## config.mk

```make
export PLATFORM = sky130hd
export DESIGN_NAME = calendar_counter
export DESIGN_NICKNAME = d
export VERILOG_FILES = /design/src/rtl/calendar_counter.sv
export SDC_FILE = /design/constraint.sdc
export NUM_CORES = 1
export LEC_CHECK = 0
export CAP_MARGIN = 10
export CORE_ASPECT_RATIO = 0.8
export CORE_UTILIZATION = 35
export DETAILED_ROUTE_END_ITERATION = 8
export HOLD_SLACK_MARGIN = 0.12
export MAX_ROUTING_LAYER = met4
export PLACE_DENSITY = 0.69
export SYNTH_ARGS = -nofsm -noshare
export SYNTH_HDL_FRONTEND = slang
export SYNTH_SLANG_ARGS = --single-unit
```

## constraint.sdc

```tcl
create_clock -name clk -period 3.4 [get_ports clk]
set_clock_uncertainty 0.2 [all_clocks]
set_input_delay 0.51 -clock clk [delete_from_list [all_inputs] [get_ports clk]]
set_output_delay 0.51 -clock clk [all_outputs]
set_load 0.005 [all_outputs]
```

## src/rtl/calendar_counter.sv

```systemverilog
// rtl/calendar_counter.sv - day/month calendar counter with validated preset and rollover pulses
module calendar_counter #(
    parameter int LEAP_EN = 1
) (
    input  logic       clk,
    input  logic       rst,
    input  logic       tick,
    input  logic       load,
    input  logic [3:0] load_month,
    input  logic [4:0] load_day,
    input  logic       leap,
    output logic [3:0] month,
    output logic [4:0] day,
    output logic       last_day,
    output logic       month_end,
    output logic       year_end,
    output logic       load_err
);

    // Days in month m; out-of-range months never reach state, so they share the 31-day arm.
    function automatic logic [4:0] dim(input logic [3:0] m, input logic lp);
        logic [4:0] d;
        case (m)
            4'd1:                       d = (lp && (LEAP_EN != 0)) ? 5'd29 : 5'd28;
            4'd3, 4'd5, 4'd8, 4'd10:    d = 5'd30;
            default:                    d = 5'd31;
        endcase
        return d;
    endfunction

    logic       load_ok;
    logic [3:0] month_next;

    // Last day uses >= so a Feb 29 left over after leap falls still rolls over on the next tick.
    always_comb begin
        last_day   = (day >= dim(month, leap));
        load_ok    = (load_month <= 4'd11) && (load_day != 5'd0) &&
                     (load_day <= dim(load_month, leap));
        month_next = (month == 4'd11) ? 4'd0 : month + 4'd1;
    end

    // State update: rst over load over tick; a tick alongside a load is dropped.
    always_ff @(posedge clk) begin
        if (rst) begin
            month     <= 4'd0;
            day       <= 5'd1;
            month_end <= 1'b0;
            year_end  <= 1'b0;
            load_err  <= 1'b0;
        end else begin
            month_end <= 1'b0;
            year_end  <= 1'b0;
            load_err  <= 1'b0;
            if (load) begin
                if (load_ok) begin
                    month <= load_month;
                    day   <= load_day;
                end else begin
                    load_err <= 1'b1;
                end
            end else if (tick) begin
                if (last_day) begin
                    day       <= 5'd1;
                    month     <= month_next;
                    month_end <= 1'b1;
                    year_end  <= (month == 4'd11);
                end else begin
                    day <= day + 5'd1;
                end
            end
        end
    end

endmodule

```

Word-level counts from Yosys, hierarchy flattened

Index checks and enable logic that the tools add are counted.

Bitwise operators: 3
Reductions and logical operators: 12
Equality and inequality tests: 12
Add/sub/neg operators: 2
Order comparisons: 3
Muxes and demuxes: 14

Operators by type and width:

| kind                  | number |
|---|---|
| $eq A4 B4 Y1 const B  | 5 |
| $mux W4               | 5 |
| $mux W5               | 4 |
| $reduce_or A4 Y1      | 3 |
| $pmux W5 S2           | 1 |
| $eq A4 B1 Y1 const B  | 2 |
| $eq A4 B2 Y1 const B  | 2 |
| $eq A4 B3 Y1 const B  | 2 |
| $add A5 B1 Y5 const B | 1 |
| $ge A5 B5 Y1          | 1 |
| $le A5 B5 Y1          | 1 |
| $reduce_bool A5 Y1    | 1 |
| $add A4 B1 Y4 const B | 1 |
| $le A4 B4 Y1 const B  | 1 |
| $pmux W2 S2           | 1 |
| $reduce_bool A2 Y1    | 2 |
| $mux W1               | 3 |
| $not A1 Y1            | 3 |
| $reduce_and A3 Y1     | 1 |
| $reduce_or A3 Y1      | 1 |
| $logic_and A1 B1 Y1   | 2 |
| $ne A2 B1 Y1 const B  | 1 |
| $reduce_and A2 Y1     | 1 |
| $reduce_or A2 Y1      | 1 |

Flip-flop bits (word level): 12
Output and inout port bits: 13
Logic and storage cells: 51
Input bits: 14

Logic depth before layout (Yosys ltp)

Depth after elaboration: 7
Depth in mapped cells: 12
Mapped depth without buffers: 12

Worst setup path before layout

OpenSTA, ideal clock, no wires.

Kind: reg2reg
Start: register month[1]
End: register month[2]
Setup time: 0.114 ns
Stages on the path, launching flop included: 13
Data required time: 3.086 ns
Buffers on the path: 0
Path slack: 0.844 ns
Data arrival time: 2.241 ns
Path through: dfxtp_1 > inv_1 > ha_1 > inv_1 > nand3_1 > a21oi_1 > a31oi_1 > ha_1 > nor3b_1 > or4_1 > o21ai_2 > mux2i_1 > nor2_1

Word-level cells in the longest chain between the ends: 6
Elaborated cells on any way between the ends: 16
Classes of those cells: add/sub: 1; order compare: 1; eq/ne: 6; mux: 5; reduce/logical: 3

Ends and longest elaborated chain:

| what                                 | line | RTL |
|---|---|---|
| from (decl)                          | 12   | `output logic [3:0] month,` |
| from (signal assigned)               | 56   | `month <= load_month;` |
| from (signal assigned)               | 64   | `month <= month_next;` |
| $eq A4 B2 Y1 (tied with other cells) | 23   | `case (m)` |
| $reduce_or A4 Y1                     | 23   |  |
| $pmux W5 S2                          | 23   |  |
| $ge A5 B5 Y1                         | 36   | `last_day = (day >= dim(month, leap));` |
| $reduce_bool A2 Y1 (no source line)  | n/a  |  |
| $reduce_and A3 Y1 (no source line)   | n/a  |  |

Several ways; a longest one is shown, not always the timed one. The select of a mux whose other input is x is not followed.
A chain may end at the register's enable or synchronous reset.

Worst setup path in the final report

Start: register month[1]
End: output last_day

Word-level cells in the longest chain between the ends: 4
Elaborated cells on any way between the ends: 8
Classes of those cells: order compare: 1; eq/ne: 5; mux: 1; reduce/logical: 1

Ends and longest elaborated chain:

| what                                 | line | RTL |
|---|---|---|
| $eq A4 B2 Y1 (tied with other cells) | 23   |  |
| $reduce_or A4 Y1                     | 23   |  |
| $pmux W5 S2 (*)                      | 23   |  |
| $ge A5 B5 Y1 (*)                     | 36   |  |
| to (decl)                            | 14   | `output logic last_day,` |

Mark *: on every way between the ends. The rest lies on a longest branch, timed or not.

==> impl_metrics.tcl <==
set metrics [dict create \
    status "finished, final reports clean" \
    grt_pass1_vias 842 \
    grt-ovfl-total 0 \
    vias 1000 \
    ir_worst_vdd_v 0.0000986 \
    ys_top_cells_by_area "dfxtp_1 (25%), ha_1 (12%), mux2i_1 (5.2%)" \
    cts_root_buf "clkbuf_4" \
    yosysSeqAreaShare_pct 25.2 \
    yosysTopAreaCell "dfxtp_1" \
    final_antenna_net_count 0 \
    grt_pass1_wl_mm 3.86 \
    fmax_ghz 0.304 \
    nNetsFinal 167 \
    die_h_um 48.7 \
    r2r_setup_slack_ps 470 \
    insertion_delay_ps 290 \
    io_pins 27 \
    syn-cell-area_um2 955 \
    drive_gt1_share_pct 11.2 \
    post-cts-setup-buffer-count 0 \
    critical_path.max_fanout 6 \
    critPathKind "reg -> out" \
    drtIter0Drc 56 \
    maxCapViolations 0 \
    antenna_found_initial 0 \
    nFillCells 253 \
    drt_wl_total_mm 2.52 \
    holdPathStages 2 \
    gp_congestion 0.929 \
    tns_ps 0 \
    slew-limit-headroom_pct 57.6 \
    maxSlewViolCount 0 \
    drtPass1Iterations 5 \
    ff_latch_area_um2 240 \
    wl_per_cell_um 14.1 \
    htreeDepth 1 \
    worst_slew_pin_slew_ps 630 \
    fin_crit_sh_pct 96.9 \
    die_area_mm2 0.00294 \
    p_leak_nw 0.495 \
    yosysUniqueCellTypes 38 \
    cts.sinks 12 \
    power_per_cell_area_mw_per_mm2 315 \
    ys_seq_elements 12 \
    die_w_um 60.4 \
    netlist.area_leader.share_pct 25.2 \
    avgSynthCellArea_um2 8.37 \
    finalCoreUtilization_pct 51.8 \
    final-hold-violation-count 0 \
    end_kind "primary output" \
    cp-start-kind "flop" \
    worstPathRequired_ps 2690 \
    clk_pin_slew_worst_paths_ps 90 \
    hold_buffers 0 \
    netlist_instances 114 \
    yosysWarnings 0 \
    cts-buffers-inserted 3 \
    viasPerCell 5.59 \
    io_buffers 26 \
    grtUsageTotal_pct 18.3 \
    start_util_pct 37.8 \
    setup_violations 0 \
    grt_max_degree 15 \
    rr_worst_depth 10 \
    synth_nets 137 \
    dp_hpwl_mm 1.82 \
    drc 0 \
    clockBufferDepth 2 \
    rows 16 \
    timing.hold.ws_ps 370 \
    critPathArrivalTime_ps 2580 \
    tritoncts "done" \
    diodes 0 \
    core_area_mm2 0.00252 \
    fin_crit_ps 3290 \
    hold_class "reg -> reg" \
    areaGrowthSynthToFinish_pct 37.0 \
    multiInputGateArea_um2 673 \
]
timing repair:
item,4_1_cts,5_1_grt
endpoints found under the setup margin,1,1
pin swaps,0,1
gates resized for setup,1,3
placed cells by master, fill, tap and decap left out, types with 3 or more instances in the layout:
| cell type | count |
|---|---|
| dfxtp_1 | 12 |
| o21ai_0 | 6 |
| mux2i_1 | 5 |
| a21oi_1 | 6 |
| clkdlybuf4s50_1 | 26 |
| nand2b_1 | 8 |
| nand3_1 | 8 |
| nor2_1 | 12 |
| nand2_1 | 3 |
| clkbuf_4 | 3 |
| inv_1 | 11 |
| a211oi_1 | 3 |
| ha_1 | 9 |
kinds of logic after synthesis:
family	Yosys count	synth area share, %
muxes	6	6.42
and+or+nand+nor	42	23.5
adders and majority gates	9	11.8
AOI/OAI and AO/OA	31	26.5
buffers and inverters	14	6.68
DFF	12	25.2
worst max-delay path, cell delays in order (launching register included):
cell             delay, ps
dfxtp_1                360
inv_1                   90
ha_1                   170
inv_1                   60
nor4_1                 240
ha_1                   320
o21ai_0                520
nor3_4                  80
clkdlybuf4s50_1        470
per-stage QoR:
| stage | total power [mW] | setup slack [ps] | cells | cell area (um2) |
|---|---|---|---|---|
| CTS | 0.406 | 48.2 | 179 | 1290 |
| global placement | 0.282 | 275 | 175 | 1250 |
| finish | 0.411 | 106 | 179 | 1310 |
| global route | 0.430 | -23.6 | 179 | 1310 |
| detailed placement | 0.286 | 194 | 175 | 1250 |
| floorplan | 0.233 | 844 | 114 | 955 |
where the power goes:
| part | internal, mW | total (mW) | switching (mW) |
|---|---|---|---|
| clock network | 0.0652 | 0.120 | 0.0544 |
| registers | 0.150 | 0.163 | 0.0134 |
| logic | 0.0668 | 0.129 | 0.0618 |
| total | 0.282 | 0.411 | 0.130 |
sequential cells by signal, indices dropped and copies added (netlist names):
signal,count
day,5
month,4
month_end,1
year_end,1
load_err,1
final cells by class:
class	count	share of cell area, %
clock buffer	4	2.78
inverter	12	3.44
multi-input combinational	88	51.5
timing repair buffer	27	20.5
tap	36	3.44
sequential	12	18.4
path summary, 6_finish.rpt:
| path | to | startpoint |
|---|---|---|
| setup / recovery | last_day | month[1] |
| setup reg to reg | month[2] | month[1] |
| hold reg to reg | day[3] | day[3] |
| hold / removal | day[3] | day[3] |
cell usage after synthesis:
library cell and count:
nor3_1 3, nand3_1 8, or2_1 1, a22o_2 1, inv_1 11, clkbuf_8 1, mux2_2 1, o21ai_4 1
nor4b_1 1, a21oi_1 6, o211ai_4 1, o311a_2 1, a22oi_1 2, or4_4 1, nand2b_1 8, o31ai_1 1
o21ai_2 1, nor4_1 1, ha_1 9, o211ai_1 1, o22ai_1 1, clkinv_1 1, a31oi_1 2, o21ai_0 6
or3b_1 1, dfxtp_1 12, nor3b_1 1, a41oi_1 1, a221oi_4 1, nand2_1 3, mux2i_1 5, nor2_1 12
o41ai_1 1, a211o_2 1, or4_1 1, buf_2 1, a211oi_1 3, nor2b_1 1
layer usage:
layer,vias up,share of wire (%),GRT usage [%]
li1,474,-,-
met1,464,44,24.8
met2,54,46,25.6
met3,8,8.7,2.94
met4,0,2.0,9.69
met5,-,0,-
Note: power is estimated with default switching activity, not from simulation.
